===== src/rtl/druaga_video_timing.sv =====
// rtl/druaga_video_timing.sv - Druaga/Super Pacman beam counters, clock enables, blanking, syncs, VBLANK IRQ.
// Optional per-frame sync shift (HOFS/VOFS) is built only when VTIMING_SHIFT_EN is defined.
module druaga_video_timing #(
   parameter int H_TOTAL    = 384,
   parameter int H_BLK_BEG  = 290,
   parameter int H_BLK_END  = 16,
   parameter int H_SYNC_BEG = 310,
   parameter int H_SYNC_LEN = 32,
   parameter int V_TOTAL    = 264,
   parameter int V_BLK_BEG  = 224,
   parameter int V_SYNC_BEG = 240,
   parameter int V_SYNC_LEN = 3
) (
   input  logic       VCLKx8,
   input  logic       RESET,
   output logic       CE4,
   output logic       CE1,
   output logic [8:0] PH,
   output logic [8:0] PV,
   output logic       HBLANK,
   output logic       VBLANK,
   output logic       HSYNC,
   output logic       VSYNC,
   output logic       VB_IRQ,
   output logic [7:0] FRAME,
   input  logic [3:0] HOFS,
   input  logic [3:0] VOFS
);

   logic [2:0]        div;
   logic              h_wrap;
   logic              v_wrap;
   logic              f_wrap;
   logic [8:0]        next_ph;
   logic [8:0]        next_pv;
   logic signed [3:0] eff_hofs;
   logic signed [3:0] eff_vofs;

   // Modular window test: is cnt inside [beg+ofs, beg+ofs+len) taken modulo total.
   function automatic logic in_window(input int cnt, input int beg, input int len,
                                      input int total, input int ofs);
      int d;
      d = cnt + 2 * total - beg - ofs;
      if (d >= 2 * total) d = d - 2 * total;
      if (d >= total) d = d - total;
      return d < len;
   endfunction

   assign CE4 = div[0];
   assign CE1 = (div == 3'b111);

   always_comb begin
      h_wrap  = (PH == 9'(H_TOTAL - 1));
      v_wrap  = (PV == 9'(V_TOTAL - 1));
      f_wrap  = h_wrap && v_wrap;
      next_ph = h_wrap ? 9'd0 : PH + 9'd1;
      next_pv = PV;
      if (h_wrap) next_pv = v_wrap ? 9'd0 : PV + 9'd1;
   end

`ifdef VTIMING_SHIFT_EN
   logic signed [3:0] hofs_q;
   logic signed [3:0] vofs_q;

   always_ff @(posedge VCLKx8 or posedge RESET) begin
      if (RESET) begin
         hofs_q <= '0;
         vofs_q <= '0;
      end else if (CE1 && f_wrap) begin
         hofs_q <= $signed(HOFS);
         vofs_q <= $signed(VOFS);
      end
   end

   // The frame-boundary edge already decodes line 0 of the new frame, so it uses the incoming offsets.
   assign eff_hofs = f_wrap ? $signed(HOFS) : hofs_q;
   assign eff_vofs = f_wrap ? $signed(VOFS) : vofs_q;
`else
   logic unused_ofs;
   assign unused_ofs = ^{HOFS, VOFS};
   assign eff_hofs   = '0;
   assign eff_vofs   = '0;
`endif

   // Flags decode next_ph/next_pv so they land on the same edge as the counts they describe.
   always_ff @(posedge VCLKx8 or posedge RESET) begin
      if (RESET) begin
         div    <= '0;
         PH     <= '0;
         PV     <= '0;
         FRAME  <= '0;
         HBLANK <= 1'b0;
         VBLANK <= 1'b0;
         HSYNC  <= 1'b0;
         VSYNC  <= 1'b0;
         VB_IRQ <= 1'b0;
      end else begin
         div    <= div + 3'd1;
         VB_IRQ <= 1'b0;
         if (CE1) begin
            PH <= next_ph;
            PV <= next_pv;
            if (f_wrap) FRAME <= FRAME + 8'd1;
            HBLANK <= (next_ph >= 9'(H_BLK_BEG)) || (next_ph < 9'(H_BLK_END));
            VBLANK <= (next_pv >= 9'(V_BLK_BEG));
            HSYNC  <= in_window(int'(next_ph), H_SYNC_BEG, H_SYNC_LEN, H_TOTAL, int'(eff_hofs));
            VSYNC  <= in_window(int'(next_pv), V_SYNC_BEG, V_SYNC_LEN, V_TOTAL, int'(eff_vofs));
            VB_IRQ <= h_wrap && (next_pv == 9'(V_BLK_BEG));
         end
      end
   end

endmodule


===== config.mk =====
export PLATFORM = sky130hd
export DESIGN_NAME = druaga_video_timing
export DESIGN_NICKNAME = d
export VERILOG_FILES = /design/src/rtl/druaga_video_timing.sv
export SDC_FILE = /design/constraint.sdc
export NUM_CORES = 1
export LEC_CHECK = 0
export BUFFER_PORTS_ARGS = -buffer_cell sky130_fd_sc_hd__buf_2
export CAP_MARGIN = 25
export CORE_AREA = 2 2 89 91
export DETAILED_ROUTE_END_ITERATION = 10
export DIE_AREA = 0 0 91 93
export HOLD_SLACK_MARGIN = 0.03
export MAX_ROUTING_LAYER = met4
export PLACE_DENSITY = 0.73
export SLEW_MARGIN = 20
export SYNTH_ARGS = -nofsm -noshare
export SYNTH_HDL_FRONTEND = slang
export SYNTH_SLANG_ARGS = --single-unit
export TNS_END_PERCENT = 10

===== constraint.sdc =====
create_clock -name VCLKx8 -period 5.9 [get_ports VCLKx8]
set_input_delay 0.59 -clock VCLKx8 [delete_from_list [all_inputs] [get_ports VCLKx8]]
set_output_delay 0.59 -clock VCLKx8 [all_outputs]
set_load 0.01 [all_outputs]

==> flow_metrics.py, run 1 <==
metrics = {
    "status": {
        "status": "finished clean",
    },
    "logic_synthesis": {
        "synth_ff_type": "dfrtp_1",
        "syn_inst": 379,
        "synth_nets": 418,
        "yosysSeqAreaShare_pct": 25.9,
        "ys_types": 74,
        "synth_edf_count": 0,
        "syn_area_per_cell_um2": 8.66,
        "netlist_area_um2": 3280,
        "async_reset_ff_share_pct": 100,
        "synth-seq-cells": 34,
        "synth_warnings": 0,
    },
    "global_routing": {
        "grt_antenna_before_repair": 0,
        "grt_pass1_wl_um": 13600,
        "grt_pass1_vias": 2935,
        "grt-ovfl-total": 0,
        "grt.total_usage_pct": 19.8,
        "grt_max_degree": 35,
    },
    "sta": {
        "min_period_ns": 5.54,
        "relSlewSlack_pct": 60.7,
        "tns_ns": 0,
        "slew_violations": 0,
        "timing.final.ws_setup_ns": 0.357,
        "hold_viol": 0,
        "worst_clock_skew_ns": 0.00651,
        "setup_violations": 0,
        "clock.fmax_mhz": 180,
        "timing.final.crit_share_pct": 93.9,
        "fin_hold_ws_ns": 0.376,
        "grt_setup_unrepaired": "false",
        "max_slew.worst_pin.slew_ns": 0.586,
    },
    "flow_run": {
        "cap_violations": 0,
    },
    "cells_and_area": {
        "final_nets": 462,
        "multi_input_area_um2": 2300,
        "drive_gt1_share_pct": 23.6,
        "diodes": 0,
        "fillers": 736,
        "register_area_um2": 852,
        "area_growth_pct": 15.4,
        "final_cell_mix": "nor2_1 (36), buf_2 (34), dfrtp_1 (33)",
        "final_common_cell": "nor2_1",
    },
    "die": {
        "die_h_um": 93,
        "coreArea_um2": 7530,
        "die_w_um": 91,
        "dieArea_um2": 8460,
        "ios": 43,
        "num_rows": 32,
        "start_util_pct": 43.6,
    },
    "clock_network": {
        "clk_pin_slew_ns": 0.08,
        "cts_sinks": 34,
        "cts_hold_buffers": 0,
        "cts_tree": "done",
        "cts_inserted_buffers": 5,
        "postCtsSetupBuffers": 0,
        "cts_buffer_depth": 2,
        "root_buffer": "clkbuf_8",
        "clock_latency_ns": 0.29,
        "h-tree-depth": 2,
        "cts_resized": 0,
    },
    "pwr": {
        "ir_worst_vdd_mv": 0.109,
        "p_leak_nw": 1.71,
        "power_density_nw_per_um2": 121,
    },
    "critical_path": {
        "critPathMaxFanout": 7,
        "start_kind": "flip-flop",
        "critPathKind": "reg2reg",
        "worst_r2r_path_depth": 23,
        "crit_family": "compound AO/OA/AOI/OAI gates",
        "crit_arrival_ns": 5.73,
        "cp.depth": 23,
        "crit_path_end_kind": "flip-flop",
        "crit_path_start": "PV[1]$_DFFE_PP0P_",
        "cpPeakStageDelay_ns": 0.45,
        "crit_buf_inv": 2,
        "cp_cell_sequence": "ha_1 > and2_4 > and3_2 > o21ai_0 > a22o_1 > ha_1 > inv_1 > a311o_1 > mux2i_2 > buf_4 > nor3_1 > a31o_2 > a211o_4 > a311oi_2 > a21o_1 > nand2_1 > ha_1 > nand4b_1 > or4_1 > or3_1 > a2111oi_4 > a21oi_2 > o32ai_2",
        "crit_required_ns": 6.09,
        "critical_path.most_common_cell": "ha_1",
        "crit_path_top_delay_cell": "dfrtp_2",
        "crit-reg2reg-launch": "PV[1]$_DFFE_PP0P_",
    },
    "placement": {
        "port-buffer-count": 34,
        "dp.final_hpwl_um": 5940,
        "routabilityCongestion": 0.902,
        "place_ws_ns": 0.102,
    },
    "worst_hold_path": {
        "hold_path_class": "in2async",
    },
    "route": {
        "postRouteAntennaNets": 0,
        "wire_per_inst_um": 14.9,
        "viasPerCell": 5.69,
        "num_vias": 2992,
        "dr.pass1.iters": 4,
        "drt-initial-drc-count": 189,
        "routed_wl_um": 7860,
        "route.detailed.drc": 0,
    },
}
-- path summary, 6_finish.rpt --
check / end / slack [ns]
setup / recovery: VSYNC$_DFFE_PP0P_ / 0.36
hold / removal: div[1]$_DFF_PP0_ / 0.38
setup reg to reg: VSYNC$_DFFE_PP0P_ / 0.36
hold reg to reg: div[0]$_DFF_PP0_ / 0.45
max in group asynchronous: PV[1]$_DFFE_PP0P_ / 5.19
min in group VCLKx8: div[0]$_DFF_PP0_ / 0.45
-- cell families (layout without fill, tap and decap cells) --
logic type	count (synthesis)	after routing	share of synthesized area, %
and+or+nand+nor	154	154	25.9
AOI/OAI and AO/OA	82	82	18.4
buffers and inverters	36	81	5.95
DFF	34	34	25.9
xor gates and xnor gates	31	31	8.51
adders and majority gates	30	30	11.4
muxes	12	12	3.97
-- power by group --
group	internal [mW]	leakage [nW]	switching, mW
Clock	0.126	0.0504	0.0945
Sequential	0.233	0.454	0
Combinational	0.000720	1.21	0.00446
Total	0.359	1.71	0.0989
-- Yosys cell counts, types with 2 or more instances --
cell type | instances | area [um^2]
nand4_1 | 6 | 37.5
buf_2 | 2 | 10.0
and3_2 | 2 | 15.0
and4b_1 | 2 | 20.0
or3_1 | 5 | 31.3
xor2_1 | 9 | 78.8
xnor2_1 | 21 | 184
a311oi_1 | 3 | 26.3
a21oi_1 | 13 | 65.1
inv_1 | 19 | 71.3
clkbuf_8 | 2 | 27.5
and3_1 | 5 | 31.3
or4_1 | 2 | 15.0
buf_6 | 4 | 45.0
mux2i_1 | 4 | 40.0
buf_4 | 2 | 15.0
ha_1 | 29 | 363
dfrtp_1 | 34 | 851
nand2_1 | 32 | 120
mux2_2 | 8 | 90.1
a21o_1 | 3 | 22.5
nand2b_1 | 6 | 37.5
o21ai_1 | 3 | 15.0
nand3_1 | 16 | 80.1
o31ai_1 | 2 | 15.0
a31oi_1 | 7 | 43.8
a21oi_2 | 2 | 17.5
a211o_1 | 2 | 17.5
nor3_1 | 13 | 65.1
and2_1 | 5 | 31.3
nor4b_1 | 2 | 17.5
a41oi_1 | 3 | 26.3
clkbuf_1 | 6 | 22.5
nand4b_1 | 2 | 17.5
nor2b_1 | 4 | 25.0
nor4_1 | 5 | 31.3
nor2_1 | 36 | 135
o211ai_1 | 4 | 30.0
o2111ai_1 | 2 | 17.5
o21ai_0 | 17 | 85.1
a31o_2 | 2 | 17.5
-- tightest hold or removal path: stages --
cell,delay [ns]
buf_2,0.09
inv_1,0.04
buf_4,0.37
-- cell type report --
| type | count | area share [%] |
|---|---|---|
| flip-flops and latches | 34 | 22.5 |
| repair buffers | 53 | 8.26 |
| clock inverters | 3 | 1.19 |
| clock buffers | 5 | 1.82 |
| multi-input cells | 309 | 60.9 |
| well taps | 102 | 3.37 |
| inverters | 20 | 1.98 |
-- through the flow --
| step | cell area [um^2] | cells | util, % | power (mW) |
|---|---|---|---|---|
| after floorplan | 3280 | 379 | - | 0.241 |
| after global placement | 3600 | 518 | 47.8 | 0.243 |
| after detailed placement | 3600 | 518 | 47.8 | 0.243 |
| after CTS | 3710 | 526 | 49.4 | 0.464 |
| after global routing | 3780 | 526 | 50.3 | 0.475 |
| final | 3780 | 526 | 50.3 | 0.458 |
-- routing by layer --
metal | global-route usage [%] | routed length, um | vias up
li1 | - | - | 1474
met1 | 25.7 | 3610 | 1426
met2 | 32.5 | 3780 | 78
met3 | 3.06 | 317 | 14
met4 | 5.43 | 140 | 0
met5 | - | 0 | -
-- flip-flops by register name, indices dropped and copies added (netlist names) --
register / count
PH: 9
PV: 9
FRAME: 8
div: 3
HBLANK: 1
HSYNC: 1
VBLANK: 1
VB_IRQ: 1
VSYNC: 1
Power figures use the tool's default switching activity.
==> inputs of run 2 (changes only) <==
--- a/config.mk
+++ b/config.mk
@@ -12,7 +12,8 @@
 export DIE_AREA = 0 0 91 93
 export HOLD_SLACK_MARGIN = 0.03
 export MAX_ROUTING_LAYER = met4
-export PLACE_DENSITY = 0.73
+export PLACE_DENSITY = 0.7
+export SKIP_LAST_GASP = 1
 export SLEW_MARGIN = 20
 export SYNTH_ARGS = -nofsm -noshare
 export SYNTH_HDL_FRONTEND = slang
==> constraint.sdc (replaced) <==
create_clock -name VCLKx8 -period 6.16 [get_ports VCLKx8]
set_input_delay 0.616 -clock VCLKx8 [delete_from_list [all_inputs] [get_ports VCLKx8]]
set_output_delay 0.616 -clock VCLKx8 [all_outputs]
set_load 0.01 [all_outputs]
==> flow_metrics.py, run 2 (synthesized netlist as in run 1, its figures left out) <==
metrics = {
    "status": {
        "status": "finished clean",
    },
    "sta": {
        "worst_clock_skew_ns": 0.00597,
        "relSlewSlack_pct": 60.5,
        "timing.final.ws_setup_ns": 0.314,
        "max_slew.worst_pin.slew_ns": 0.592,
        "timing.final.crit_share_pct": 94.9,
        "hold_viol": 0,
        "slew_violations": 0,
        "clock.fmax_mhz": 171,
        "min_period_ns": 5.85,
        "setup_violations": 0,
    },
    "critical_path": {
        "r2r-end": "VSYNC$_DFFE_PP0P_",
        "crit_arrival_ns": 6.05,
        "start_kind": "flip-flop",
        "ff2ff_setup_slack_ns": 0.31,
        "crit_path_end_kind": "flip-flop",
        "critPathMaxFanout": 9,
        "worst_r2r_path_depth": 23,
        "setup.worst_path.end": "VSYNC$_DFFE_PP0P_",
        "crit_path_start": "PV[0]$_DFFE_PP0P_",
        "crit-reg2reg-launch": "PV[0]$_DFFE_PP0P_",
        "critPathKind": "reg2reg",
        "crit_required_ns": 6.36,
    },
    "global_routing": {
        "grt_pass1_wl_um": 13600,
        "grt_antenna_before_repair": 0,
        "grt.total_usage_pct": 19.9,
        "grt_pass1_vias": 2874,
        "grt-ovfl-total": 0,
        "grt_max_degree": 35,
    },
    "die": {
        "die_w_um": 91,
        "die_h_um": 93,
        "ios": 43,
        "start_util_pct": 43.6,
        "num_rows": 32,
        "coreArea_um2": 7530,
        "dieArea_um2": 8460,
    },
    "pwr": {
        "p_int_uw": 386,
        "comb_power_share_pct": 1.1,
        "p_clk_share_pct": 52.9,
        "ir_worst_vdd_mv": 0.0700,
        "swShare_pct": 20.3,
        "p_leak_nw": 1.67,
        "power_switching_uw": 98.4,
        "totalPowerFinal_uw": 484,
        "seq_power_share_pct": 46.0,
        "power_density_nw_per_um2": 130,
    },
    "route": {
        "route.detailed.drc": 0,
        "wire_per_inst_um": 15.3,
        "dr.pass1.iters": 4,
        "drt-initial-drc-count": 132,
        "viasPerCell": 5.69,
        "num_vias": 2955,
        "postRouteAntennaNets": 0,
        "routed_wl_um": 7930,
    },
    "worst_hold_path": {
        "hold_path_class": "in2async",
    },
    "cells_and_area": {
        "final_common_cell": "nor2_1",
        "final_nets": 455,
        "largestRegisters": "PH: 9 flops, PV: 9 flops, FRAME: 8 flops",
        "drive_gt1_share_pct": 21.3,
        "area_growth_pct": 13.7,
        "diodes": 0,
        "fillers": 740,
        "final_cell_mix": "nor2_1 (36), buf_2 (34), dfrtp_1 (33)",
    },
    "flow_run": {
        "cap_violations": 0,
    },
    "clock_network": {
        "cts_buffer_depth": 2,
        "h-tree-depth": 2,
        "cts_sinks": 34,
        "root_buffer": "clkbuf_8",
        "clk_pin_slew_ns": 0.08,
        "clock_latency_ns": 0.30,
        "cts_inserted_buffers": 5,
        "cts_tree": "done",
    },
    "placement": {
        "dp.final_hpwl_um": 5890,
        "routabilityCongestion": 0.890,
        "port-buffer-count": 34,
        "place_ws_ns": 0.204,
    },
}
## run 2: worst max-delay path: stages (launching register included)
cell and delay, ns:
dfrtp_2 0.47, ha_1 0.27, and2_4 0.20, and3_1 0.26, o21ai_0 0.19, a22o_1 0.23, ha_1 0.22, inv_1 0.09
a311o_1 0.33, mux2i_2 0.23, nand2_1 0.15, mux2_2 0.34, o21ai_0 0.18, nand2_1 0.09, ha_1 0.20, nor4b_2 0.17
o21ai_1 0.18, ha_1 0.26, nand4b_1 0.18, or4_1 0.48, or3_1 0.36, a2111oi_4 0.30, a21oi_2 0.07, o32ai_2 0.28
## run 2: power by group through the flow
| stage | Clock [mW] | Combinational (mW) | Sequential, mW |
|---|---|---|---|
| 5_1_grt | 0.272 | 0.00631 | 0.223 |
| 2_1_floorplan | 0 | 0.00329 | 0.227 |
| 3_5_place_dp | 0 | 0.00567 | 0.227 |
| 3_3_place_gp | 0 | 0.00552 | 0.227 |
| 6_report | 0.256 | 0.00523 | 0.223 |
| 4_1_cts | 0.261 | 0.00567 | 0.223 |
## run 2: area by class of cell
cell class | instances | area (um^2) | area share [%]
Clock buffer | 5 | 68.8 | 1.85
Clock inverter | 3 | 68.8 | 1.85
Inverter | 20 | 75.1 | 2.01
Multi-Input combinational cell | 309 | 2270 | 60.9
Sequential cell | 34 | 852 | 22.8
Tap cell | 102 | 128 | 3.42
Timing Repair Buffer | 46 | 268 | 7.18
## run 2: what timing repair did
item                                    CTS  global route
hold buffers                              0             0
buffers inserted                          0             1
gates resized for setup                   0             7
endpoints found under the setup margin    0             1
## run 2: routing by layer
layer | vias to the layer above | wire length (um) | track usage [%]
met3 | 9 | 340 | 3.46
met1 | 1413 | 3710 | 25.3
met2 | 72 | 3790 | 32.7
met4 | 0 | 87 | 5.93
met5 | - | 0 | -
li1 | 1461 | - | -
## run 2: worst min path at each step
| stage | end | depth (start not counted) | start | slack [ns] |
|---|---|---|---|---|
| detailed placement | div[0]$_DFF_PP0_ | 1 | div[0]$_DFF_PP0_ | 0.45 |
| global placement | div[0]$_DFF_PP0_ | 1 | div[0]$_DFF_PP0_ | 0.44 |
| global route | div[2]$_DFF_PP0_ | 3 | RESET | 0.45 |
| CTS | FRAME[3]$_DFFE_PP0P_ | 3 | RESET | 0.42 |
| floorplan | div[1]$_DFF_PP0_ | 1 | div[1]$_DFF_PP0_ | 0.44 |
| finish | div[2]$_DFF_PP0_ | 3 | RESET | 0.40 |
## run 2: through the flow
stage	hold WS, ns	std cells	area, um^2	utilization, %	TNS [ns]
after floorplan	0.443	379	3280	-	0
after global placement	0.435	509	3530	46.9	0
after detailed placement	0.451	510	3550	47.1	0
after CTS	0.420	518	3690	49.0	0
after global routing	0.445	519	3730	49.6	-0.0309
final	0.403	519	3730	49.6	0
==> inputs of run 3 (changes only) <==
--- a/config.mk
+++ b/config.mk
@@ -13,6 +13,7 @@
 export HOLD_SLACK_MARGIN = 0.03
 export MAX_ROUTING_LAYER = met4
 export PLACE_DENSITY = 0.7
+export SETUP_SLACK_MARGIN = 0.02
 export SKIP_LAST_GASP = 1
 export SLEW_MARGIN = 20
 export SYNTH_ARGS = -nofsm -noshare
==> constraint.sdc (replaced) <==
create_clock -name VCLKx8 -period 6.16 [get_ports VCLKx8]
set_input_delay 0 -clock VCLKx8 [delete_from_list [all_inputs] [get_ports VCLKx8]]
set_output_delay 0 -clock VCLKx8 [all_outputs]
set_load 0.01 [all_outputs]
==> flow_metrics.py, run 3 (synthesized netlist as in run 1, its figures left out) <==
metrics = {
    "placement": {
        "dpl.cell_count": 510,
        "place_ws_ns": 0.289,
        "postPlaceCellArea_um2": 3540,
        "dp.final_hpwl_um": 5760,
        "port-buffer-count": 34,
        "routabilityCongestion": 0.916,
    },
    "sta": {
        "min_period_ns": 5.77,
        "relSlewSlack_pct": 62.4,
        "tns_ns": 0,
        "clock.fmax_mhz": 173,
        "timing.final.crit_share_pct": 93.6,
        "grt_setup_unrepaired": "false",
        "max_slew.worst_pin.slew_ns": 0.562,
        "worst_clock_skew_ns": 0.0105,
        "fin_hold_ws_ns": 0.345,
        "timing.final.ws_setup_ns": 0.395,
        "setup_violations": 0,
        "hold_viol": 0,
        "slew_violations": 0,
    },
    "die": {
        "num_rows": 32,
        "die_w_um": 91,
        "coreArea_um2": 7530,
        "die_h_um": 93,
        "dieArea_um2": 8460,
        "start_util_pct": 43.6,
        "ios": 43,
    },
    "cells_and_area": {
        "final_common_cell": "nor2_1",
        "diodes": 0,
        "area_growth_pct": 13.8,
        "final_cell_mix": "nor2_1 (36), dfrtp_1 (34), buf_2 (34)",
        "fillers": 763,
        "final_nets": 456,
        "final_core_util_pct": 49.6,
        "finalNonFillerCells": 520,
        "stdcell_area_um2": 3730,
        "largestRegisters": "PH: 9 flops, PV: 9 flops, FRAME: 8 flops",
        "drive_gt1_share_pct": 21.5,
    },
    "worst_hold_path": {
        "hold_path_class": "in2async",
    },
    "route": {
        "wire_per_inst_um": 14.9,
        "postRouteAntennaNets": 0,
        "route.detailed.drc": 0,
        "wl_met2_um": 3670,
        "viasPerCell": 5.78,
        "num_vias": 3003,
        "wl_met1_um": 3610,
        "drt-initial-drc-count": 232,
        "routed_wl_um": 7770,
        "met3_length_um": 404,
        "routed.top_layer": "met4",
        "dr.pass1.iters": 4,
    },
    "clock_network": {
        "cts_buffer_depth": 2,
        "cts_tree": "done",
        "cts_sinks": 34,
        "root_buffer": "clkbuf_8",
        "h-tree-depth": 2,
        "clk_pin_slew_ns": 0.08,
        "clock_latency_ns": 0.29,
        "cts_inserted_buffers": 5,
    },
    "critical_path": {
        "crit_required_ns": 6.36,
        "crit_path_end_kind": "flip-flop",
        "critPathMaxFanout": 9,
        "start_kind": "flip-flop",
        "critPathKind": "reg2reg",
        "crit_arrival_ns": 5.97,
    },
    "global_routing": {
        "grt.total_usage_pct": 19.3,
        "grt-ovfl-total": 0,
        "grt_pass1_vias": 2799,
        "grt_antenna_before_repair": 0,
        "grt_pass1_wl_um": 13200,
        "grt_max_degree": 35,
    },
    "status": {
        "status": "finished clean",
    },
    "pwr": {
        "totalPowerFinal_uw": 479,
        "p_leak_nw": 1.68,
        "ir_worst_vdd_mv": 0.140,
        "power_density_nw_per_um2": 128,
    },
    "flow_run": {
        "cap_violations": 0,
    },
}
==> run 3: changes by cell type in the layout (fill, tap and decap cells not counted), sizes merged <==
cell	change
dlygate4sd3	+1
==> run 3: critical path: stages (launching register included) <==
cell,delay (ns)
dfrtp_1,0.47
ha_1,0.30
and2_4,0.21
and3_1,0.27
o21ai_0,0.20
a22o_1,0.23
ha_1,0.20
inv_1,0.08
a311o_1,0.33
mux2i_2,0.23
nand2_1,0.10
mux2_2,0.33
o21ai_0,0.16
nand2_1,0.09
ha_1,0.21
nor4b_2,0.17
o21ai_1,0.19
ha_1,0.26
nand4b_1,0.16
or4_1,0.47
or3_1,0.37
a2111oi_4,0.31
a21oi_2,0.06
o32ai_2,0.26
==> run 3: worst paths after layout <==
check                      slack [ns]         startpoint                end  depth (start not counted)
max in group asynchronous        5.49              RESET  PH[8]$_DFFE_PP0P_                          4
max reg2reg                      0.39  PV[0]$_DFFE_PP0P_  VSYNC$_DFFE_PP0P_                         23
min reg2reg                      0.45   div[0]$_DFF_PP0_   div[0]$_DFF_PP0_                          1
min in group VCLKx8              0.45   div[0]$_DFF_PP0_   div[0]$_DFF_PP0_                          1
min                              0.34              RESET  PV[0]$_DFFE_PP0P_                          4
max                              0.39  PV[0]$_DFFE_PP0P_  VSYNC$_DFFE_PP0P_                         23
==> run 3: area by class of cell <==
class,instances,area [um^2],share of cell area (%)
timing repair buffer,47,270,7.24
sequential,34,851,22.8
tap,102,128,3.42
clock buffer,5,68.8,1.84
inverter,20,75.1,2.01
multi-input combinational,309,2270,60.9
clock inverter,3,68.8,1.84
==> run 3: per-layer routing <==
metal  GRT usage (%)  vias up
li1                -     1466
met1            25.2     1429
met2            31.7       96
met3            3.06       12
met4            4.42        0
met5               -        -
==> run 3: where the power goes <==
group | switching, mW | internal (mW)
combinational | 0.00452 | 0.00110
sequential | 0 | 0.223
clock | 0.0881 | 0.162
total | 0.0926 | 0.386
==> run 3: what timing repair did <==
action | in CTS | in global routing
hold endpoints to repair | 34 | 0
hold buffers | 1 | 0
resized for setup | 0 | 7
setup endpoints to repair | 0 | 1
setup buffers | 0 | 1
